**src/rtl/decode_pipe_stage.sv**
```systemverilog
// Decode pipeline stage: builds the immediate and captures register operands.
// Results go into a small FIFO that presents its head to the execute stage.
module decode_pipe_stage #(
    parameter int DATA_WIDTH     = 32,
    parameter int ADDR_WIDTH     = 32,
    parameter int REGISTER_WIDTH = 5,
    parameter int BUF_DEPTH      = 2,
    parameter int CNT_WIDTH      = 16
) (
    input  logic                          clk_i,
    input  logic                          rst_i,
    input  logic                          flush_i,
    input  logic                          in_valid_i,
    output logic                          in_ready_o,
    input  logic [ADDR_WIDTH-1:0]         pc_i,
    input  logic [31:0]                   instr_i,
    output logic [REGISTER_WIDTH-1:0]     rs1_o,
    output logic [REGISTER_WIDTH-1:0]     rs2_o,
    input  logic [DATA_WIDTH-1:0]         rs1_data_i,
    input  logic [DATA_WIDTH-1:0]         rs2_data_i,
    output logic                          out_valid_o,
    input  logic                          out_ready_i,
    output logic [ADDR_WIDTH-1:0]         out_pc_o,
    output logic [31:0]                   out_instr_o,
    output logic [DATA_WIDTH-1:0]         out_rs1_data_o,
    output logic [DATA_WIDTH-1:0]         out_rs2_data_o,
    output logic [DATA_WIDTH-1:0]         out_imm_o,
    output logic [$clog2(BUF_DEPTH):0]    occupancy_o,
    output logic [CNT_WIDTH-1:0]          stall_cnt_o
);

    localparam int PTR_W = $clog2(BUF_DEPTH);
    localparam int OCC_W = PTR_W + 1;

    // Sign-extended immediate for the RV32 base formats; unknown opcodes yield zero.
    function automatic logic [DATA_WIDTH-1:0] decode_imm(input logic [31:0] instr);
        logic [31:0] imm32;
        case (instr[6:0])
            7'b0000011, 7'b0010011, 7'b1100111:
                imm32 = {{20{instr[31]}}, instr[31:20]};
            7'b0100011:
                imm32 = {{20{instr[31]}}, instr[31:25], instr[11:7]};
            7'b1100011:
                imm32 = {{19{instr[31]}}, instr[31], instr[7], instr[30:25], instr[11:8], 1'b0};
            7'b0110111, 7'b0010111:
                imm32 = {instr[31:12], 12'h000};
            7'b1101111:
                imm32 = {{11{instr[31]}}, instr[31], instr[19:12], instr[20], instr[30:21], 1'b0};
            default:
                imm32 = 32'h0000_0000;
        endcase
        return DATA_WIDTH'($signed(imm32));
    endfunction

    logic [ADDR_WIDTH-1:0] pc_mem_r    [BUF_DEPTH];
    logic [31:0]           instr_mem_r [BUF_DEPTH];
    logic [DATA_WIDTH-1:0] rs1_mem_r   [BUF_DEPTH];
    logic [DATA_WIDTH-1:0] rs2_mem_r   [BUF_DEPTH];
    logic [DATA_WIDTH-1:0] imm_mem_r   [BUF_DEPTH];

    logic [PTR_W-1:0]     wr_ptr_r;
    logic [PTR_W-1:0]     rd_ptr_r;
    logic [OCC_W-1:0]     occ_r;
    logic [CNT_WIDTH-1:0] stall_cnt_r;

    logic in_ready_s;
    logic out_valid_s;
    logic push_s;
    logic pop_s;
    logic stall_s;

    // Handshake decode; ready depends only on stored occupancy, flush and reset.
    always_comb begin
        in_ready_s  = 1'b0;
        out_valid_s = 1'b0;
        push_s      = 1'b0;
        pop_s       = 1'b0;
        stall_s     = 1'b0;
        if (rst_i) begin
            in_ready_s = 1'b0;
        end else begin
            in_ready_s = (occ_r < OCC_W'(BUF_DEPTH)) && !flush_i;
        end
        out_valid_s = (occ_r != '0);
        push_s      = in_valid_i && in_ready_s;
        pop_s       = out_valid_s && out_ready_i && !flush_i;
        stall_s     = out_valid_s && !out_ready_i && !flush_i;
    end

    // Queue pointers and occupancy; flush empties the queue and ignores any pop.
    always_ff @(posedge clk_i or posedge rst_i) begin
        if (rst_i) begin
            wr_ptr_r <= '0;
            rd_ptr_r <= '0;
            occ_r    <= '0;
        end else if (flush_i) begin
            wr_ptr_r <= '0;
            rd_ptr_r <= '0;
            occ_r    <= '0;
        end else begin
            if (push_s) begin
                wr_ptr_r <= wr_ptr_r + PTR_W'(1);
            end
            if (pop_s) begin
                rd_ptr_r <= rd_ptr_r + PTR_W'(1);
            end
            case ({push_s, pop_s})
                2'b10:   occ_r <= occ_r + OCC_W'(1);
                2'b01:   occ_r <= occ_r - OCC_W'(1);
                default: occ_r <= occ_r;
            endcase
        end
    end

    // Saturating count of cycles the head waited on downstream.
    always_ff @(posedge clk_i or posedge rst_i) begin
        if (rst_i) begin
            stall_cnt_r <= '0;
        end else if (stall_s && (stall_cnt_r != {CNT_WIDTH{1'b1}})) begin
            stall_cnt_r <= stall_cnt_r + CNT_WIDTH'(1);
        end
    end

    // Entry storage; left unreset since contents are only meaningful while valid.
    always_ff @(posedge clk_i) begin
        if (push_s) begin
            pc_mem_r[wr_ptr_r]    <= pc_i;
            instr_mem_r[wr_ptr_r] <= instr_i;
            rs1_mem_r[wr_ptr_r]   <= rs1_data_i;
            rs2_mem_r[wr_ptr_r]   <= rs2_data_i;
            imm_mem_r[wr_ptr_r]   <= decode_imm(instr_i);
        end
    end

    assign rs1_o          = REGISTER_WIDTH'(instr_i[19:15]);
    assign rs2_o          = REGISTER_WIDTH'(instr_i[24:20]);
    assign in_ready_o     = in_ready_s;
    assign out_valid_o    = out_valid_s;
    assign out_pc_o       = pc_mem_r[rd_ptr_r];
    assign out_instr_o    = instr_mem_r[rd_ptr_r];
    assign out_rs1_data_o = rs1_mem_r[rd_ptr_r];
    assign out_rs2_data_o = rs2_mem_r[rd_ptr_r];
    assign out_imm_o      = imm_mem_r[rd_ptr_r];
    assign occupancy_o    = occ_r;
    assign stall_cnt_o    = stall_cnt_r;

endmodule

```
**config.mk**
```make
export PLATFORM = sky130hd
export DESIGN_NAME = decode_pipe_stage
export DESIGN_NICKNAME = d
export VERILOG_FILES = /design/src/rtl/decode_pipe_stage.sv
export SDC_FILE = /design/constraint.sdc
export NUM_CORES = 1
export LEC_CHECK = 0
export BUFFER_PORTS_ARGS = -buffer_cell sky130_fd_sc_hd__buf_2
export CAP_MARGIN = 20
export CORE_ASPECT_RATIO = 1.25
export CORE_MARGIN = 5
export CORE_UTILIZATION = 40
export DETAILED_ROUTE_END_ITERATION = 8
export PLACE_DENSITY = 0.61
export SYNTH_ARGS = -nofsm -noshare
export SYNTH_HDL_FRONTEND = slang
export SYNTH_SLANG_ARGS = --single-unit
```
**constraint.sdc**
```tcl
create_clock -name clk_i -period 19.3 [get_ports clk_i]
set_input_delay 3.86 -clock clk_i [delete_from_list [all_inputs] [get_ports clk_i]]
set_output_delay 3.86 -clock clk_i [all_outputs]
set_load 0.02 [all_outputs]
```
==> key figures, run 1 <==
Final layout
  • Synthesis-to-finish area growth: 24.7%
  • Fillcell total: about 2.8k
  • Commonest non-fill, non-tap cell in the layout: buf_2
  • Footprint of the multi-input gates: between 2000 and 3000 um^2
  • Register area: between 10000 and 15000 um^2
  • Ratio of cells with drive above 1 in the final layout: 0.539
  • Final net count: approximately 1.1k
  • Commonest non-fill, non-tap cells in the layout: buf_2 (322), edfxtp_1 (320), mux2_2 (162)

Synthesis
  • Top_reg_cell synth: edfxtp_1
  • Seq/Total Area, Yosys: 0.775
  • Post-synth EDFFs: between 300 and 400
  • Synth Register Bits: between 300 and 400
  • Avg Cell Area, Syn: 19.4 um^2
  • Yosys warns: 0
  • Synthesized area: around 13000 um^2
  • Syn_nets: about 810
  • Post-synthesis cell type count: 45
  • Synth Instances: 673
  • Asr flop ratio synth: 0.0588

Clock tree
  • PostCTS Resize Cnt: 0
  • TritonCTS clock tree: yes
  • Reg clk slew, reported paths: 0.06 ns
  • Num CTS Buffers: 35
  • Htree depth: 2
  • CTS sink count: 340
  • CTS max path bufs: 3
  • Clock tree root buffer cell: clkbuf_16
  • Post-CTS setup buffers: 0
  • Hold-fix buffers, CTS: 0
  • Insertion delay to the later sink of the worst-skew pair: around 0.52 ns

Route
  • Drt pass-1 iters: 4
  • Vias: approximately 7.2k
  • Drt initial violations: approximately 370
  • Post-route antenna net violation count: 0
  • DR DRC count: 0
  • Via density: a little under 5
  • DR WL/cell: 19.4 um
  • Final wirelength: 28.2 mm

Critical path
  • Crit path DAT: ~4.4 ns
  • Worst r2r path cells: 3
  • Buf/Inv on CP: 2
  • Reg2reg start: occupancy_o[1]$_DFFE_PP0P_
  • R2R Path End: rs1_mem_r[1][2]$_DFFE_PP_
  • CP required: ~15 ns
  • Max stage delay on crit path: ~0.19 ns
  • Critical path's slowest cell: nor3_1
  • Cell repeated most along the worst path: buf_2
  • Crit Path Max Fanout: 8
  • CP Cell Sequence: buf_2 > nor3_1 > buf_2
  • CP top delay family: buffers and inverters
  • CP Capture Type: output pin
  • R2R setup slack: 16.53 ns
  • Setup CP Type: in -> out
  • Startpoint Class: input pin

Global routing
  • Initial antenna violation count: 4
  • Largest net degree at the start of global routing: 70
  • Global-route wire length before repair: between 40 and 50 mm
  • Total track usage: 0.149
  • GRT overflow: 0
  • Vias in the first global route: between 7k and 8k

Outcome
  • Status: finished, final reports clean

Power and ir drop
  • Leakage: between 6 and 7 nW
  • Maximum VDD drop: between 0.07 and 0.08 mV
  • PwrDens: roughly 100 nW/um^2

Floorplanning
  • DIE HEIGHT: between 200 and 250 um
  • Die area: 36300 um^2
  • Num ports: about 320
  • Core area: roughly 32000 um^2
  • DIE WIDTH: roughly 170 um
  • FP Rows: 74
  • Initial Util: 0.402

Place
  • RD Place Congestion: a little under 0.8
  • IO Port Bufs: between 300 and 400
  • DP HPWL: approximately 19 mm

Timing
  • Fin crit share: 0.428
  • Final Hold Viols: 0
  • Slew HR: 0.351
  • RSZ-0062 raised after global routing: no
  • Setup Skew: slightly above 0.01 ns
  • WHS: slightly above 0.5 ns
  • Final Slew Violations: 0
  • Final min period: just over 8 ns
  • Fmax: 0.121 GHz
  • Worst slew pin tran: just under 1 ns
  • Setup TNS: 0 ns
  • Final Setup Violations: 0

Hold path
  • Hold path endpoint: stall_cnt_o[9]$_DFFE_PP0P_
  • Hold Path Origin: stall_cnt_o[9]$_DFFE_PP0P_
  • Hold path depth: 1
  • Hold crit path type: reg -> reg

Flow run
  • Maxcap violations: 0
power by group:
group / internal (mW) / switching [mW] / total (mW)
logic: 0.0541 / 0.0814 / 0.135
clock network: 0.403 / 0.264 / 0.668
registers: 0.826 / 0.0102 / 0.837
through the flow:
step	std cells	cell area (um^2)	utilization	total power, mW	setup WS [ns]
4_1_cts	1451	16200	0.501	1.66	11.03
3_5_place_dp	1390	15100	0.466	0.990	11.03
3_3_place_gp	1390	15100	0.466	0.988	11.04
5_1_grt	1454	16300	0.502	1.70	11.00
2_1_floorplan	673	13100	-	0.937	5.81
6_report	1454	16300	0.502	1.64	11.03
synthesized netlist by cell type, types with 2 or more instances:
| master | number | area (um^2) |
|---|---|---|
| buf_4 | 10 | 75.1 |
| nand3_1 | 8 | 40.0 |
| nor3b_1 | 4 | 30.0 |
| nor2_1 | 8 | 30.0 |
| and3_1 | 2 | 12.5 |
| or3_1 | 2 | 12.5 |
| nor3_1 | 5 | 25.0 |
| nand2b_1 | 2 | 12.5 |
| a21oi_1 | 6 | 30.0 |
| a211o_1 | 2 | 17.5 |
| nand2_1 | 13 | 48.8 |
| and2_1 | 6 | 37.5 |
| and3b_1 | 2 | 17.5 |
| nor4_1 | 9 | 56.3 |
| edfxtp_1 | 320 | 9610 |
| clkbuf_1 | 11 | 41.3 |
| xnor2_1 | 2 | 17.5 |
| nand4_1 | 3 | 18.8 |
| inv_1 | 5 | 18.8 |
| mux2_2 | 162 | 1820 |
| o21ai_0 | 4 | 20.0 |
| a21o_1 | 19 | 143 |
| xor2_1 | 12 | 105 |
| a22o_1 | 4 | 35.0 |
| buf_2 | 10 | 50.1 |
| nand4_2 | 2 | 25.0 |
| dfrtp_1 | 20 | 500 |
| or2_2 | 3 | 18.8 |
cells by family after synthesis:
kind of cell / synth area share
buffers and inverters: 0.0146
flip-flops: 0.775
AND/OR/NAND/NOR: 0.0365
XOR/XNOR: 0.00940
multiplexers: 0.142
AO/OA/AOI/OAI: 0.0216
adder cells (fa/ha/maj): 0.000959
registers in the layout, indices dropped and copies added, names as in the netlist:
signal       flops
instr_mem_r     64
rd_ptr_r         1
pc_mem_r        64
imm_mem_r       64
stall_cnt_o     16
rs2_mem_r       64
wr_ptr_r         1
occupancy_o      2
rs1_mem_r       64
worst max path at each step:
stage,startpoint,end,cells after the start
after CTS,flush_i,in_ready_o,3
final,flush_i,in_ready_o,3
after global routing,flush_i,in_ready_o,3
after global placement,flush_i,in_ready_o,3
after detailed placement,flush_i,in_ready_o,3
after floorplan,flush_i,imm_mem_r[0][0]$_DFFE_PP_,2
layer usage:
layer | GRT usage | wire, um | vias up
li1 | - | - | 3317
met1 | 0.168 | 10400 | 3568
met2 | 0.259 | 14500 | 238
met3 | 0.0558 | 2560 | 49
met4 | 0.0533 | 731 | 4
met5 | 0 | 20 | -
area by class of cell:
type                       instances  share of cell area
sequential                       340               0.622
inverter                           5             0.00115
clock inverter                    16              0.0116
antenna                            2            0.000308
tap                              418              0.0322
multi-input combinational        296               0.170
timing repair buffer             332               0.104
clock buffer                      45              0.0587
Power figures use the tool's default switching activity.
==> run 2, diff against run 1 <==
- clock period: 19.3 -> 7.5 ns (I/O delays scaled with it)
==> run 2 against run 1 <==
Effect of this change:
- combinational power increased to 2.6 times the previous value
- register-to-register slack got worse by 12 ns
- setup slack got worse by 7.4 ns
- hold slack gained 0.010 ns
- global-route usage rose by 0.14 points
- total power rose to 2.6 times the previous value
- routed wire length increased by 0.69%
==> key figures, run 2 (synthesis results as in run 1) <==
Place
  • Worst slack, placed: 3.48 ns
  • DP HPWL: 18.8 mm
  • IO Port Bufs: approximately 320
  • Area of placed instances: between 15000 and 20000 um^2
  • RD Place Congestion: 0.763
  • Placed cells: between 1k and 1.5k

Critical path
  • Critical path's slowest cell: buf_12
  • Worst r2r path cells: 3
  • Crit path DAT: roughly 2.3 ns
  • R2R setup slack: between 4 and 5 ns
  • CP Cell Sequence: buf_12 > mux2_2 > buf_2
  • Max stage delay on crit path: between 0.5 and 0.6 ns
  • R2R Path End: pc_mem_r[0][7]$_DFFE_PP_
  • CP Capture Type: output pin
  • Reg2reg start: occupancy_o[1]$_DFFE_PP0P_
  • Startpoint Class: register
  • Crit Path Max Fanout: roughly 160
  • Setup CP Type: reg -> out
  • CP required: 6.00 ns

Floorplanning
  • Core area: between 30000 and 40000 um^2
  • DIE HEIGHT: between 200 and 250 um
  • Initial Util: 0.402
  • DIE WIDTH: roughly 170 um
  • Die area: ~36000 um^2
  • FP Rows: 74
  • Num ports: about 320

Timing
  • Final Hold Viols: 0
  • Final Slew Violations: 0
  • Final min period: about 3.8 ns
  • Setup TNS: 0 ns
  • Setup WS post-layout: between 3 and 4 ns
  • Final Setup Violations: 0
  • WHS: 0.518 ns
  • Fmax: roughly 0.26 GHz
  • Fin crit share: 0.511
  • Worst slew pin tran: between 0.9 and 1 ns
  • Slew HR: 0.347
  • RSZ-0062 raised after global routing: no
  • Setup Skew: between 0.01 and 0.015 ns

Power and ir drop
  • PwrDens: 262 nW/um^2
  • Leakage: 6.28 nW
  • Net Switching: between 0.9 and 1 mW
  • Total power: roughly 4.3 mW
  • Combinational Power Share: 0.083
  • Maximum VDD drop: between 0.2 and 0.25 mV
  • Pint: 3.33 mW
  • Clk pwr share: 0.415
  • Switching Share: 0.222
  • Part of the power in registers: 0.502

Route
  • DR WL/cell: a little under 20 um
  • Final wirelength: between 20 and 30 mm
  • DR DRC count: 0
  • Post-route antenna net violation count: 0
  • Via density: approximately 5
  • Vias: 7155
  • Drt pass-1 iters: 4
  • Drt initial violations: roughly 370

Global routing
  • Largest net degree at the start of global routing: between 150 and 200
  • Global-route wire length before repair: around 42 mm
  • Initial antenna violation count: 5
  • Vias in the first global route: ~7.5k
  • Total track usage: 0.151
  • GRT overflow: 0

Final layout
  • Commonest non-fill, non-tap cells in the layout: buf_2 (322), edfxtp_1 (320), mux2_2 (162)
  • Final Non-Filler Cells: about 1.5k
  • Final core occ: 0.504
  • Ratio of cells with drive above 1 in the final layout: 0.537
  • Fillcell total: 2795
  • Synthesis-to-finish area growth: 25.2%
  • Commonest non-fill, non-tap cell in the layout: buf_2
  • Final net count: roughly 1.1k
  • Final Cell Area: around 16000 um^2

Clock tree
  • Clock tree root buffer cell: clkbuf_16
  • Post-CTS setup buffers: 0
  • Insertion delay to the later sink of the worst-skew pair: between 0.5 and 0.6 ns
  • Num CTS Buffers: 38
  • Htree depth: 2
  • PostCTS Resize Cnt: 0
  • Reg clk slew, reported paths: about 0.050 ns
  • TritonCTS clock tree: yes
  • CTS sink count: 340
  • Hold-fix buffers, CTS: 0
  • CTS max path bufs: 3

Hold path
  • Hold path depth: 1
  • Hold path endpoint: stall_cnt_o[9]$_DFFE_PP0P_
  • Hold Path Origin: stall_cnt_o[9]$_DFFE_PP0P_
  • Hold crit path type: reg -> reg

Outcome
  • Status: finished, final reports clean

Flow run
  • Maxcap violations: 0
[run 2: cell count changes in the layout (fill, tap and decap cells not counted), sizes merged]
cell      previous run  this run
clkbuf              45        50
clkinv              11        15
buf                332       330
bufinv               4         3
clkinvlp             0         1
diode                2         1
inv                  6         5
[run 2: how the worst max path moves through the flow]
stage                     cells past startpoint                 start  slack [ns]                          to
after floorplan                               2               flush_i        0.15   imm_mem_r[0][0]$_DFFE_PP_
after global placement                        5                 rst_i        3.50   pc_mem_r[1][12]$_DFFE_PP_
after detailed placement                      5                 rst_i        3.48  rs2_mem_r[1][13]$_DFFE_PP_
after CTS                                     3  rd_ptr_r$_DFFE_PP0P_        3.63                out_imm_o[9]
after global routing                          3  rd_ptr_r$_DFFE_PP0P_        3.57                out_imm_o[9]
final                                         3  rd_ptr_r$_DFFE_PP0P_        3.67                out_imm_o[9]
[run 2: final cells by class]
type / count / area [um^2] / area share
diodes: 1 / 2.50 / 0.000153
clock buffers: 50 / 1020 / 0.0623
clock inverters: 19 / 191 / 0.0117
inverters: 5 / 18.8 / 0.00115
multi-input cells: 296 / 2770 / 0.170
flip-flops and latches: 340 / 10100 / 0.620
well taps: 418 / 523 / 0.0320
repair buffers: 330 / 1680 / 0.103
[run 2: layer usage]
| metal | GRT usage | vias up | routed length [um] |
|---|---|---|---|
| met5 | 0 | - | 46 |
| met4 | 0.0426 | 8 | 491 |
| met2 | 0.263 | 246 | 14800 |
| li1 | - | 3310 | - |
| met3 | 0.0540 | 39 | 2560 |
| met1 | 0.175 | 3552 | 10600 |
[run 2: worst max-delay path: cells and delay by family, from the launching register on]
family | cells | cell delay [ns]
buffers and inverters | 2 | 0.75
flip-flops | 1 | 0.41
multiplexers | 1 | 0.45
[run 2: power by group through the flow]
stage / Clock, mW / Combinational, mW / Sequential, mW
6_report: 1.78 / 0.356 / 2.15
5_1_grt: 1.92 / 0.384 / 2.15
4_1_cts: 1.83 / 0.364 / 2.15
3_5_place_dp: 0 / 0.363 / 2.19
3_3_place_gp: 0 / 0.359 / 2.19
2_1_floorplan: 0 / 0.207 / 2.20
